--- src/rtl/pixel_row_receiver.sv ---
// Receives one-hot-selected pixel rows into a 2-deep FIFO and streams them as 8-bit pixels.
// Optional frame checksum outputs are enabled by defining PIXEL_ROW_RECEIVER_CHECKSUM_EN.
module pixel_row_receiver #(
    parameter int unsigned PIXEL_ARRAY_WIDTH  = 2,
    parameter int unsigned PIXEL_ARRAY_HEIGHT = 2,
    parameter int unsigned SAMPLE_DELAY       = 2,
    localparam int unsigned RowIdxW = (PIXEL_ARRAY_HEIGHT > 1) ? $clog2(PIXEL_ARRAY_HEIGHT) : 1
) (
    input  logic                           clk,
    input  logic                           reset,
    input  logic [PIXEL_ARRAY_HEIGHT-1:0]  read,
    input  logic [8*PIXEL_ARRAY_WIDTH-1:0] row_data,
    output logic                           m_valid,
    input  logic                           m_ready,
    output logic [7:0]                     m_data,
    output logic [RowIdxW-1:0]             m_row,
    output logic                           m_sof,
    output logic                           m_eol,
    output logic                           m_eof,
    output logic                           overflow,
`ifdef PIXEL_ROW_RECEIVER_CHECKSUM_EN
    output logic [15:0]                    chk_sum,
    output logic                           chk_valid,
`endif
    output logic                           protocol_err
);

    localparam int unsigned ColW = (PIXEL_ARRAY_WIDTH > 1) ? $clog2(PIXEL_ARRAY_WIDTH) : 1;
    localparam int unsigned CntW = $clog2(SAMPLE_DELAY + 1);

    typedef enum logic [1:0] {StIdle, StSettle, StDone} state_e;

    state_e                          state_q, state_d;
    logic [PIXEL_ARRAY_HEIGHT-1:0]   read_lat_q, read_lat_d;
    logic [RowIdxW-1:0]              idx_lat_q, idx_lat_d;
    logic [CntW-1:0]                 cnt_q, cnt_d;
    logic [RowIdxW-1:0]              read_idx;
    logic                            sample;
    logic                            perr_set;

    always_comb begin
        read_idx = '0;
        for (int i = 0; i < int'(PIXEL_ARRAY_HEIGHT); i++) begin
            if (read[i]) read_idx = RowIdxW'(i);
        end
    end

    always_comb begin
        state_d    = state_q;
        read_lat_d = read_lat_q;
        idx_lat_d  = idx_lat_q;
        cnt_d      = cnt_q;
        sample     = 1'b0;
        perr_set   = 1'b0;
        unique case (state_q)
            StIdle: begin
                if ($onehot(read)) begin
                    read_lat_d = read;
                    idx_lat_d  = read_idx;
                    cnt_d      = '0;
                    state_d    = StSettle;
                end else if (read != '0) begin
                    perr_set = 1'b1;
                end
            end
            StSettle: begin
                if (read != read_lat_q) begin
                    perr_set = 1'b1;
                    state_d  = StIdle;
                end else if (cnt_q == CntW'(SAMPLE_DELAY - 1)) begin
                    sample  = 1'b1;
                    state_d = StDone;
                end else begin
                    cnt_d = cnt_q + CntW'(1);
                end
            end
            StDone: begin
                // A held select yields one row; only a change re-arms the tracker.
                if (read != read_lat_q) state_d = StIdle;
            end
            default: state_d = StIdle;
        endcase
    end

    always_ff @(posedge clk or posedge reset) begin
        if (reset) begin
            state_q    <= StIdle;
            read_lat_q <= '0;
            idx_lat_q  <= '0;
            cnt_q      <= '0;
        end else begin
            state_q    <= state_d;
            read_lat_q <= read_lat_d;
            idx_lat_q  <= idx_lat_d;
            cnt_q      <= cnt_d;
        end
    end

    logic [8*PIXEL_ARRAY_WIDTH-1:0] fifo_data_q [2];
    logic [RowIdxW-1:0]             fifo_idx_q  [2];
    logic                           rd_ptr_q, wr_ptr_q;
    logic [1:0]                     count_q, count_d;
    logic [ColW-1:0]                col_q;
    logic                           overflow_q, perr_q;
    logic                           xfer, pop, push, full;

    assign xfer = m_valid && m_ready;
    assign pop  = xfer && m_eol;
    assign full = (count_q == 2'd2);
    // A pop on the same edge frees the slot, so a full FIFO can still accept.
    assign push = sample && (!full || pop);

    always_comb begin
        count_d = count_q;
        unique case ({push, pop})
            2'b10:   count_d = count_q + 2'd1;
            2'b01:   count_d = count_q - 2'd1;
            default: count_d = count_q;
        endcase
    end

    always_ff @(posedge clk or posedge reset) begin
        if (reset) begin
            for (int i = 0; i < 2; i++) begin
                fifo_data_q[i] <= '0;
                fifo_idx_q[i]  <= '0;
            end
            rd_ptr_q   <= 1'b0;
            wr_ptr_q   <= 1'b0;
            count_q    <= 2'd0;
            col_q      <= '0;
            overflow_q <= 1'b0;
            perr_q     <= 1'b0;
        end else begin
            if (push) begin
                fifo_data_q[wr_ptr_q] <= row_data;
                fifo_idx_q[wr_ptr_q]  <= idx_lat_q;
                wr_ptr_q              <= ~wr_ptr_q;
            end
            if (pop) rd_ptr_q <= ~rd_ptr_q;
            if (xfer) col_q <= m_eol ? '0 : col_q + ColW'(1);
            count_q <= count_d;
            if (sample && full && !pop) overflow_q <= 1'b1;
            if (perr_set) perr_q <= 1'b1;
        end
    end

    always_comb begin
        m_data = '0;
        for (int i = 0; i < int'(PIXEL_ARRAY_WIDTH); i++) begin
            if (col_q == ColW'(i)) m_data = fifo_data_q[rd_ptr_q][8*i +: 8];
        end
    end

    assign m_valid      = (count_q != 2'd0);
    assign m_row        = fifo_idx_q[rd_ptr_q];
    assign m_eol        = (col_q == ColW'(PIXEL_ARRAY_WIDTH - 1));
    assign m_sof        = (col_q == '0) && (m_row == '0);
    assign m_eof        = m_eol && (m_row == RowIdxW'(PIXEL_ARRAY_HEIGHT - 1));
    assign overflow     = overflow_q;
    assign protocol_err = perr_q;

`ifdef PIXEL_ROW_RECEIVER_CHECKSUM_EN
    logic [15:0] acc_q, chk_sum_q, acc_sum;
    logic        chk_valid_q;

    assign acc_sum = (m_sof ? 16'd0 : acc_q) + {8'd0, m_data};

    always_ff @(posedge clk or posedge reset) begin
        if (reset) begin
            acc_q       <= '0;
            chk_sum_q   <= '0;
            chk_valid_q <= 1'b0;
        end else begin
            chk_valid_q <= 1'b0;
            if (xfer) begin
                acc_q <= acc_sum;
                if (m_eof) begin
                    chk_sum_q   <= acc_sum;
                    chk_valid_q <= 1'b1;
                end
            end
        end
    end

    assign chk_sum   = chk_sum_q;
    assign chk_valid = chk_valid_q;
`else
    // Checksum disabled: no accumulator is built.
`endif

endmodule
--- config.mk ---
export PLATFORM = sky130hd
export DESIGN_NAME = pixel_row_receiver
export DESIGN_NICKNAME = d
export VERILOG_FILES = /design/src/rtl/pixel_row_receiver.sv
export SDC_FILE = /design/constraint.sdc
export NUM_CORES = 1
export LEC_CHECK = 0
export CAP_MARGIN = 10
export CORE_ASPECT_RATIO = 0.75
export CORE_MARGIN = 8
export CORE_UTILIZATION = 25
export DETAILED_ROUTE_END_ITERATION = 8
export PLACE_DENSITY = 0.43
export SETUP_SLACK_MARGIN = 0.15
export SLEW_MARGIN = 0
export SYNTH_ARGS = -nofsm -noshare
export SYNTH_HDL_FRONTEND = slang
export SYNTH_SLANG_ARGS = --single-unit
--- constraint.sdc ---
create_clock -name clk -period 2.6 [get_ports clk]
set_input_delay 0.52 -clock clk [delete_from_list [all_inputs] [get_ports clk]]
set_output_delay 0.52 -clock clk [all_outputs]
set_load 0.005 [all_outputs]
* Word level (Yosys, flattened, before mapping) *
Cells that the tools add are included.

storage, ports and cells
  logic and storage cells = 92
  input bits = 21
  register bits = 48

cells by class
  muxes and demuxes = 32
  equality and inequality tests = 13
  add/subtract/negate cells = 5
  bitwise operators = 6
  reductions and logical operators = 19
  magnitude comparators = 3

operator list
  operator                                                         number
  16-bit 2-to-1 mux                                                4
  32-bit bitwise mux                                               1
  16-bit demux with 1-bit select                                   1
  2-bit 2-to-1 mux                                                 7
  1-bit 2-to-1 mux                                                 12
  2-bit by 1-bit == test with 1-bit output, second input constant  4
  1-bit logical AND                                                8
  8-bit 2-to-1 mux                                                 1
  2-bit inequality test, second input constant                     4
  2-bit case mux with 2 select lines                               2
  2-bit nonzero test                                               4
  2-bit == test, second input constant                             3
  2-bit case mux with 3 select lines                               1
  2-bit by 1-bit adder with 2-bit output, second input constant    2
  2-bit greater-or-equal comparator, second input constant         2
  1-bit inverter                                                   4
  1-bit inverter with 2-bit output                                 2
  4-bit AND reduction                                              1
  3-bit inequality test, second input constant                     1
  3-bit AND reduction                                              1
  1-bit by 1-bit adder with 2-bit output                           1
  2-bit bitwise mux                                                1
  1-bit zero test                                                  2
  2-bit zero test                                                  1
  8 further kinds                                                  8

* Logic depth before layout (Yosys ltp) *
Gate-level depths: netlist (run 1).

  depth after elaboration = 7
  depth in mapped cells = 8
  gate-level depth less buffers = 8

* Worst setup path before layout (run 1) *
OpenSTA, ideal clock, no wires.

  kind = input to register
  from = in read[0]
  to = reg fifo_data_q[0] (netlist bit)
  setup time = 125 ps
  arrival time = 2104 ps
  stages on the path = 7
  data required time = 2475 ps
  setup slack = 371 ps
  path through = xor2_1 > or2_1 > buf_6 > or4b_4 > buf_6 > buf_12 > mux2_4

between the ends
  longest elaborated chain between the ends = 4

ends and longest elaborated chain
  what                           RTL line  RTL
  start, declared                11        input logic [PIXEL_ARRAY_HEIGHT-1:0] read,
  2-bit inequality test          67        if (read != read_lat_q) begin
  1-bit 2-to-1 mux               67
  1-bit 2-to-1 mux               55        unique case (state_q)
  1-bit logical AND              111       assign push = sample && (!full || pop);
  end signal, assigned by index  136       fifo_data_q[wr_ptr_q] <= row_data;
  end, declared                  99        logic [8*PIXEL_ARRAY_WIDTH-1:0] fifo_data_q [2];

Every way passes these cells.
A chain may end at the register's enable or synchronous reset.

* Final worst setup path (run 1) *
  from = in read[0]
  to = reg fifo_data_q[9] (netlist bit)

The elaborated chain is that of the path after synthesis.

==> results.txt, run 1 <==
post-synthesis sequential area ratio: 52.4%
layout cells sized above 1: 35.4%
CTS clk-pin slew, worst paths: 60 ps
reg2reg setup slack: 450 ps
clk sinks: 47
Die Y: 98.1 um
Worst Hold Depth: 1
Crit Reg-Reg Startpoint: state_q[0]
synth warn: 0
Mapped Area: 0.00224 mm2
Power Dens Cells: 1140 mW/mm2
drt pass-1 iters: 4
Hold Path Class: register to register
CP startpoint kind: input pin
GR Util All Layers: 8.35%
GRT met1 Usage: 11.0%
multi-input logic area: 981 um2
Vias: 1376
commonest non-fill, non-tap cell in the layout: dfrtp_1
Final Skew: 7.52 ps
Longest Clk Path Bufs: 2
Fmax: 423 MHz
initial antenna violation count: 0
endpoint of the lowest-slack register-to-register path: fifo_data_q[16]
HP Start: overflow
Reg2Reg Depth: 4
final period utilization: 91.0%
setup ws final: 234 ps
pin slew with the least headroom to its limit: 531 ps
Hold Fails Final Rpt: 0
drt total wl: 4.86 mm
Rows: 30
Fill cells: 845
H-tree depth: 2
Avg Cell Area, Syn: 15.3 um2
fin util: 32.6%
DR WL/cell: 16.0 um
Antenna diodes: 0
nets: 216
Critical path origin: read[0]
Initial Util: 25.2%
die area: 0.0123 mm2
outcome: complete, no violations
largest net degree at the start of global routing: 26
critical path type: input pin to register
syn nets: 171
Crit. End Element: register
GP Congestion: 0.721
Die W: 125 um
worst-path maximum fanout: 17
HPWL Detailed: 3.56 mm
Netlist cell types: 33
vias in the first global route: 1588
minimum clock period: 2370 ps
Worst VDD drop: 327 uV
Worst Hold End: overflow
final setup fails: 0
post-synthesis register bit count: 47
met3 Use GR: 2.40%
Max Cap Violations: 0
synth-to-layout area growth: 29.2%
clk_lat worst skew: 280 ps
pre-CTS worst setup slack: -68.1 ps
CP arrival: 2520 ps
Core ar.: 0.00890 mm2
worst rel slew slack: 64.5%
CTS tree: built
gr ovfl total: 0
CTS root buf: clkbuf_16
Sequential cell area: 0.00118 mm2
1st-iter DRT viols: 49
Residual DRC: 0
TritonCTS buffer count: 5
Hold Buf Count CTS: 0
highest-count cells in the layout ignoring fill and taps: dfrtp_1 (45), clkdlybuf4s50_1 (35), mux2_4 (20)
Most Used Layer, Global Route: met2
Crit path required time: 2760 ps
post-route ant nets: 0
PortBufs: 35
Top Ports: 36
max-slew violation count: 0
synthesized instance count: 147
first-pass GRT wire length: 8.08 mm
RSZ-0062 raised after global routing: false
Leak: 0.00135 uW
vias per std cell: 4.53
met2 usage: 12.4%
[state kept, by name, indices dropped and copies added, names as in the netlist]
name and cells:
overflow 1, m_eol 1, wr_ptr_q 1, protocol_err 1, fifo_data_q 32, rd_ptr_q 1, state_q 2, count_q 2
read_lat_q 2, fifo_idx_q 2, cnt_q 2
[area by class of cell]
cell class	count	share of cell area, %
Inverter	3	0.388
Clock inverter	1	0.173
Tap cell	112	4.83
Timing Repair Buffer	46	15.4
Clock buffer	6	4.79
Multi-Input combinational cell	89	33.8
Sequential cell	47	40.6
[worst max-delay path, stage by stage]
cell	delay (ps)
clkdlybuf4s50_1	440
xor2_1	160
or2_1	280
or4b_4	740
mux2_1	380
[metrics by stage]
stage	std cells	TNS [ps]	instance area, um2	hold WS, ps	total power, uW
after floorplan	147	0	2240	459	2110
after global placement	295	-100	2740	453	2610
after detailed placement	295	-789	2740	469	2670
after CTS	302	0	2880	487	3320
after global routing	304	0	2900	517	3530
final	304	0	2900	473	3290
[repair_timing]
item,4_1_cts,5_1_grt
resized for setup,1,1
buffers inserted,0,2
setup endpoints to repair,2,9
[cells in the mapped netlist]
cell type | number | area [um2]
buf_6 | 4 | 45.0
xnor2_1 | 5 | 43.8
or2_2 | 2 | 12.5
or2_1 | 1 | 6.26
buf_12 | 1 | 20.0
nand3_1 | 2 | 10.0
or4_4 | 1 | 11.3
a21oi_1 | 2 | 10.0
mux2_1 | 3 | 33.8
buf_1 | 1 | 3.75
or3_1 | 1 | 6.26
mux4_2 | 8 | 180
inv_1 | 3 | 11.3
o21ai_0 | 1 | 5.00
nand2b_1 | 1 | 6.26
dfrtp_1 | 47 | 1180
mux2_2 | 14 | 158
nor3b_1 | 1 | 7.51
a211o_1 | 1 | 8.76
xor2_1 | 3 | 26.3
or4b_2 | 1 | 10.0
or4b_4 | 1 | 13.8
nor2b_1 | 1 | 6.26
a211oi_1 | 2 | 15.0
and2_1 | 1 | 6.26
ha_1 | 3 | 37.5
a41o_1 | 1 | 10.0
nand2_1 | 5 | 18.8
a32oi_1 | 1 | 8.76
clkbuf_1 | 2 | 7.51
and3_1 | 1 | 6.26
nor2_1 | 6 | 22.5
mux2_4 | 20 | 300
[how the worst max path moves through the flow]
| stage | end | slack [ps] | cells after the start |
|---|---|---|---|
| after floorplan | fifo_data_q[0] | 370 | 7 |
| after global placement | fifo_data_q[8] | -20 | 5 |
| after detailed placement | fifo_data_q[9] | -70 | 5 |
| after CTS | m_data[1] | 190 | 3 |
| after global routing | m_sof | 180 | 4 |
| final | fifo_data_q[9] | 230 | 5 |
[layer usage]
metal | vias to the layer above | wire length [um]
met5 | - | 0
met4 | 0 | 78
met3 | 4 | 204
met2 | 36 | 2210
met1 | 715 | 2370
li1 | 621 | -
[where the power goes]
| part | switching (uW) | leakage, uW | total [uW] | internal (uW) |
|---|---|---|---|---|
| Sequential | 235 | 0.000613 | 1310 | 1070 |
| Combinational | 450 | 0.000660 | 1360 | 910 |
| Clock | 251 | 0.0000727 | 626 | 375 |
| Total | 936 | 0.00135 | 3290 | 2360 |
[logic make-up (layout without fill, tap and decap cells)]
family                     after synthesis  count (layout)  synth area share, %
DFF                                     47              47                 52.4
adders and majority gates                3               3                 1.67
muxes                                   45              45                 29.9
AOI/OAI and AO/OA                        8               8                 2.56
xor gates and xnor gates                 8               8                 3.12
buffers and inverters                   11              56                 3.90
and+or+nand+nor                         25              25                 6.41
Power figures use the tool's default switching activity.
==> inputs of run 2 (changes only) <==
Settings changed: PLACE_DENSITY 0.43 to 0.5, RECOVER_POWER set to 50.
==> run 2 against run 1 <==
Global-route usage fell by 0.40 points. Routed wire length fell by 8.0%. Worst hold slack got worse by 14 ps. Largest power group unchanged. Largest cell class unchanged. Utilization fell by 0.21 points.
==> results.txt, run 2 (same netlist as run 1, synthesis figures left out) <==
Hold Fails Final Rpt: 0
outcome: complete, no violations
HPWL Detailed: 3.20 mm
gr ovfl total: 0
highest-count cells in the layout ignoring fill and taps: dfrtp_1 (46), clkdlybuf4s50_1 (31), mux2_4 (20)
post-route cell area: 0.00288 mm2
Power Dens Cells: 1140 mW/mm2
GP Congestion: 0.671
layout cells sized above 1: 33.5%
clock share of power: 20.5%
post-route ant nets: 0
Post-Place Cell Area: 0.00274 mm2
Int Pwr: 2360 uW
Leak: 0.00133 uW
pin slew with the least headroom to its limit: 871 ps
DR WL/cell: 14.8 um
Seq pwr share: 39.3%
vias in the first global route: 1439
Die Y: 98.1 um
TritonCTS buffer count: 5
PortBufs: 35
Final Skew: 4.40 ps
Vias: 1296
initial antenna violation count: 0
sw frac: 28.3%
Residual DRC: 0
final setup fails: 0
commonest non-fill, non-tap cell in the layout: dfrtp_1
CTS tree: built
CP startpoint kind: input pin
drt total wl: 4.47 mm
CTS clk-pin slew, worst paths: 70 ps
Max Cap Violations: 0
Top Ports: 36
drt pass-1 iters: 4
CP arrival: 2540 ps
largest register by flop count: fifo_data_q
Rows: 30
H-tree depth: 2
Worst VDD drop: 341 uV
CTS root buf: clkbuf_16
number of flip-flops in the largest register: 32
fin util: 32.4%
Fmax: 422 MHz
synth-to-layout area growth: 28.4%
max-slew violation count: 0
largest net degree at the start of global routing: 26
first-pass GRT wire length: 7.68 mm
worst-path maximum fanout: 17
Hold Buf Count CTS: 0
Initial Util: 25.2%
Logic pwr share: 40.2%
cts repair resizes: 0
Setup Buffers After CTS: 0
Antenna diodes: 0
die area: 0.0123 mm2
worst rel slew slack: 41.9%
RSZ-0062 raised after global routing: false
Die W: 125 um
Longest Clk Path Bufs: 2
final period utilization: 91.1%
Core ar.: 0.00890 mm2
clk_lat worst skew: 280 ps
Hold Path Class: register to register
clk sinks: 47
1st-iter DRT viols: 34
minimum clock period: 2370 ps
Crit path required time: 2770 ps
Crit. End Element: register
Fill cells: 884
nets: 214
GR Util All Layers: 7.95%
setup TNS: 0 ps
net switching power: 932 uW
vias per std cell: 4.28
critical path type: input pin to register
==> run 2: power groups by stage <==
stage	Clock, uW	Sequential, uW	Combinational, uW
4_1_cts	697	1290	1370
6_report	675	1300	1330
5_1_grt	727	1350	1450
3_3_place_gp	0	1300	1340
2_1_floorplan	0	1210	900
3_5_place_dp	0	1300	1360
==> run 2: routing by layer <==
metal | routed length, um | GRT usage (%)
met5 | 0 | 0
met4 | 43 | 2.52
met3 | 236 | 3.48
met2 | 1950 | 11.5
met1 | 2240 | 10.4
==> run 2: area by class of cell <==
class                      count  area (um2)  area share, %
tap                          112         140           4.86
sequential                    47        1180           40.9
clock inverter                 1        7.51          0.261
clock buffer                   7         153           5.30
multi-input combinational     89         981           34.0
timing repair buffer          44         412           14.3
inverter                       3        11.3          0.391
==> run 2: critical path, cell delays in order <==
cell             delay, ps
clkdlybuf4s50_1        440
xor2_1                 170
or2_0                  300
or4b_4                 740
mux2_1                 360
==> run 2: stage by stage <==
stage / cells / setup slack (ps) / power [uW] / hold WS [ps]
finish: 303 / 230 / 3300 / 459
global route: 303 / 162 / 3530 / 490
CTS: 303 / 206 / 3360 / 470
detailed placement: 295 / -37.1 / 2650 / 455
global placement: 295 / -27.6 / 2650 / 460
floorplan: 147 / 371 / 2110 / 459
==> run 2: worst paths after layout <==
kind / start / endpoint / slack, ps / depth (start not counted)
min in group asynchronous: reset / protocol_err / 850 / 2
max reg2reg: state_q[0] / fifo_data_q[18] / 440 / 4
min reg2reg: protocol_err / protocol_err / 460 / 1
max: read[0] / fifo_data_q[10] / 230 / 5
max in group asynchronous: reset / fifo_data_q[6] / 590 / 3
min: protocol_err / protocol_err / 460 / 1
==> inputs of run 3 (changes only) <==
Settings changed: CORE_UTILIZATION 25 to 30, PLACE_DENSITY 0.5 to 0.57.
Clock period 2.6 ns to 2.45 ns, I/O delays scaled along.
==> run 3 against run 2 <==
Critical path depth unchanged. Sequential power up 3%. Clock skew is 6.9 ps higher. Sequential cell count is the same. Non-clock buffer count increased by 8. Via count barely moved. Power increased by 4.0%. Critical endpoint unchanged. Utilization up 7.6 points. Clock power shrank 11%. Setup slack worse by 100 ps.
==> results.txt, run 3 (same netlist as run 1, synthesis figures left out) <==
outcome: complete, no violations
crit path cell chain: dlygate4sd3_1 -> xor2_1 -> or2_1 -> or4b_4 -> mux2_1
Worst path top cell family by delay: simple AND/OR/NAND/NOR gates
fin cells: 300
Buf/Inv on CP: 1
CTS clk-pin slew, worst paths: 90 ps
Initial Util: 30.8%
post-route ant nets: 0
DR WL/cell: 14.6 um
Max Cap Violations: 0
Vias: 1297
Hold Fails Final Rpt: 0
HPWL Detailed: 3.25 mm
Fill cells: 729
gr ovfl total: 0
vias per std cell: 4.32
Hold Path Class: register to register
H-tree depth: 2
Die W: 116 um
Post-Place Cell Area: 0.00275 mm2
worst-path maximum fanout: 17
max incr delay on CP: 670 ps
Rows: 27
worst rel slew slack: 40.0%
Worst VDD drop: 345 uV
Die Y: 90.9 um
CTS tree: built
max-slew violation count: 0
commonest non-fill, non-tap cell in the layout: dfrtp_1
RSZ-0062 raised after global routing: true
layout cells sized above 1: 36.7%
Core ar.: 0.00730 mm2
Min Hold Slack: 478 ps
clk sinks: 47
first-pass GRT wire length: 7.47 mm
Crit path required time: 2640 ps
clk_lat worst skew: 300 ps
final period utilization: 94.9%
Leak: 0.00145 uW
Final Skew: 11.3 ps
Fmax: 430 MHz
Antenna diodes: 0
pre-CTS worst setup slack: -160 ps
CP arrival: 2520 ps
Top Ports: 36
post-route cell area: 0.00292 mm2
Residual DRC: 0
nets: 222
TritonCTS buffer count: 5
number of flip-flops in the largest register: 32
CTS root buf: clkbuf_8
1st-iter DRT viols: 51
drt pass-1 iters: 4
drt total wl: 4.38 mm
Power Dens Cells: 1180 mW/mm2
highest-count cells in the layout ignoring fill and taps: dfrtp_1 (47), clkdlybuf4s50_1 (23), mux2_4 (21)
final setup fails: 0
PortBufs: 35
GR Util All Layers: 9.19%
largest net degree at the start of global routing: 25
initial antenna violation count: 0
Longest Clk Path Bufs: 2
critical path type: input pin to register
synth-to-layout area growth: 30.0%
GP Congestion: 0.734
Crit. End Element: register
pin slew with the least headroom to its limit: 899 ps
CP startpoint kind: input pin
largest register by flop count: fifo_data_q
vias in the first global route: 1442
die area: 0.0105 mm2
Slowest-stage cell, CP: or4b_4
Post-Place Cells: 289
setup ws final: 126 ps
minimum clock period: 2320 ps
[run 3: power by group]
part	total (uW)	switching, uW	internal [uW]
clock network	600	265	336
logic	1490	504	985
registers	1340	207	1130
total	3430	976	2450
[run 3: final timing paths]
path / startpoint / end / slack [ps] / cells past startpoint
worst max-delay path: read[1] / fifo_data_q[10] / 130 / 5
max in group asynchronous: reset / fifo_data_q[21] / 700 / 3
worst max register to register: state_q[1] / fifo_data_q[20] / 430 / 4
worst min-delay path: overflow / overflow / 480 / 1
min in group asynchronous: reset / protocol_err / 810 / 2
worst min register to register: overflow / overflow / 480 / 1
[run 3: cell type report]
type                       count  area, um2  area share, %
clock buffer                   6       82.6           2.83
clock inverter                 2       38.8           1.33
inverter                       3       11.3          0.386
multi-input combinational     89       1000           34.3
sequential                    47       1180           40.3
tap                          101        126           4.33
timing repair buffer          52        480           16.5
[run 3: what timing repair did]
item                       4_1_cts  5_1_grt
resized for setup                5        7
setup buffers                    3        0
pin swaps                        0        2
setup endpoints to repair        7       12
hold buffers                     0        0
[run 3: metrics by stage]
step                utilization (%)  setup TNS (ps)  total power [uW]
finish                         40.0               0              3430
global route                   40.0               0              3680
CTS                            39.6               0              3490
detailed placement             37.7           -4660              2860
global placement               37.7           -3740              2840
floorplan                         -               0              2240
[run 3: metal layers]
metal | routed length (um) | vias to the layer above | global-route usage [%]
met4 | 78 | 0 | 4.52
li1 | - | 628 | -
met3 | 221 | 7 | 3.01
met1 | 2150 | 641 | 11.8
met5 | 0 | - | 0
met2 | 1930 | 21 | 13.5
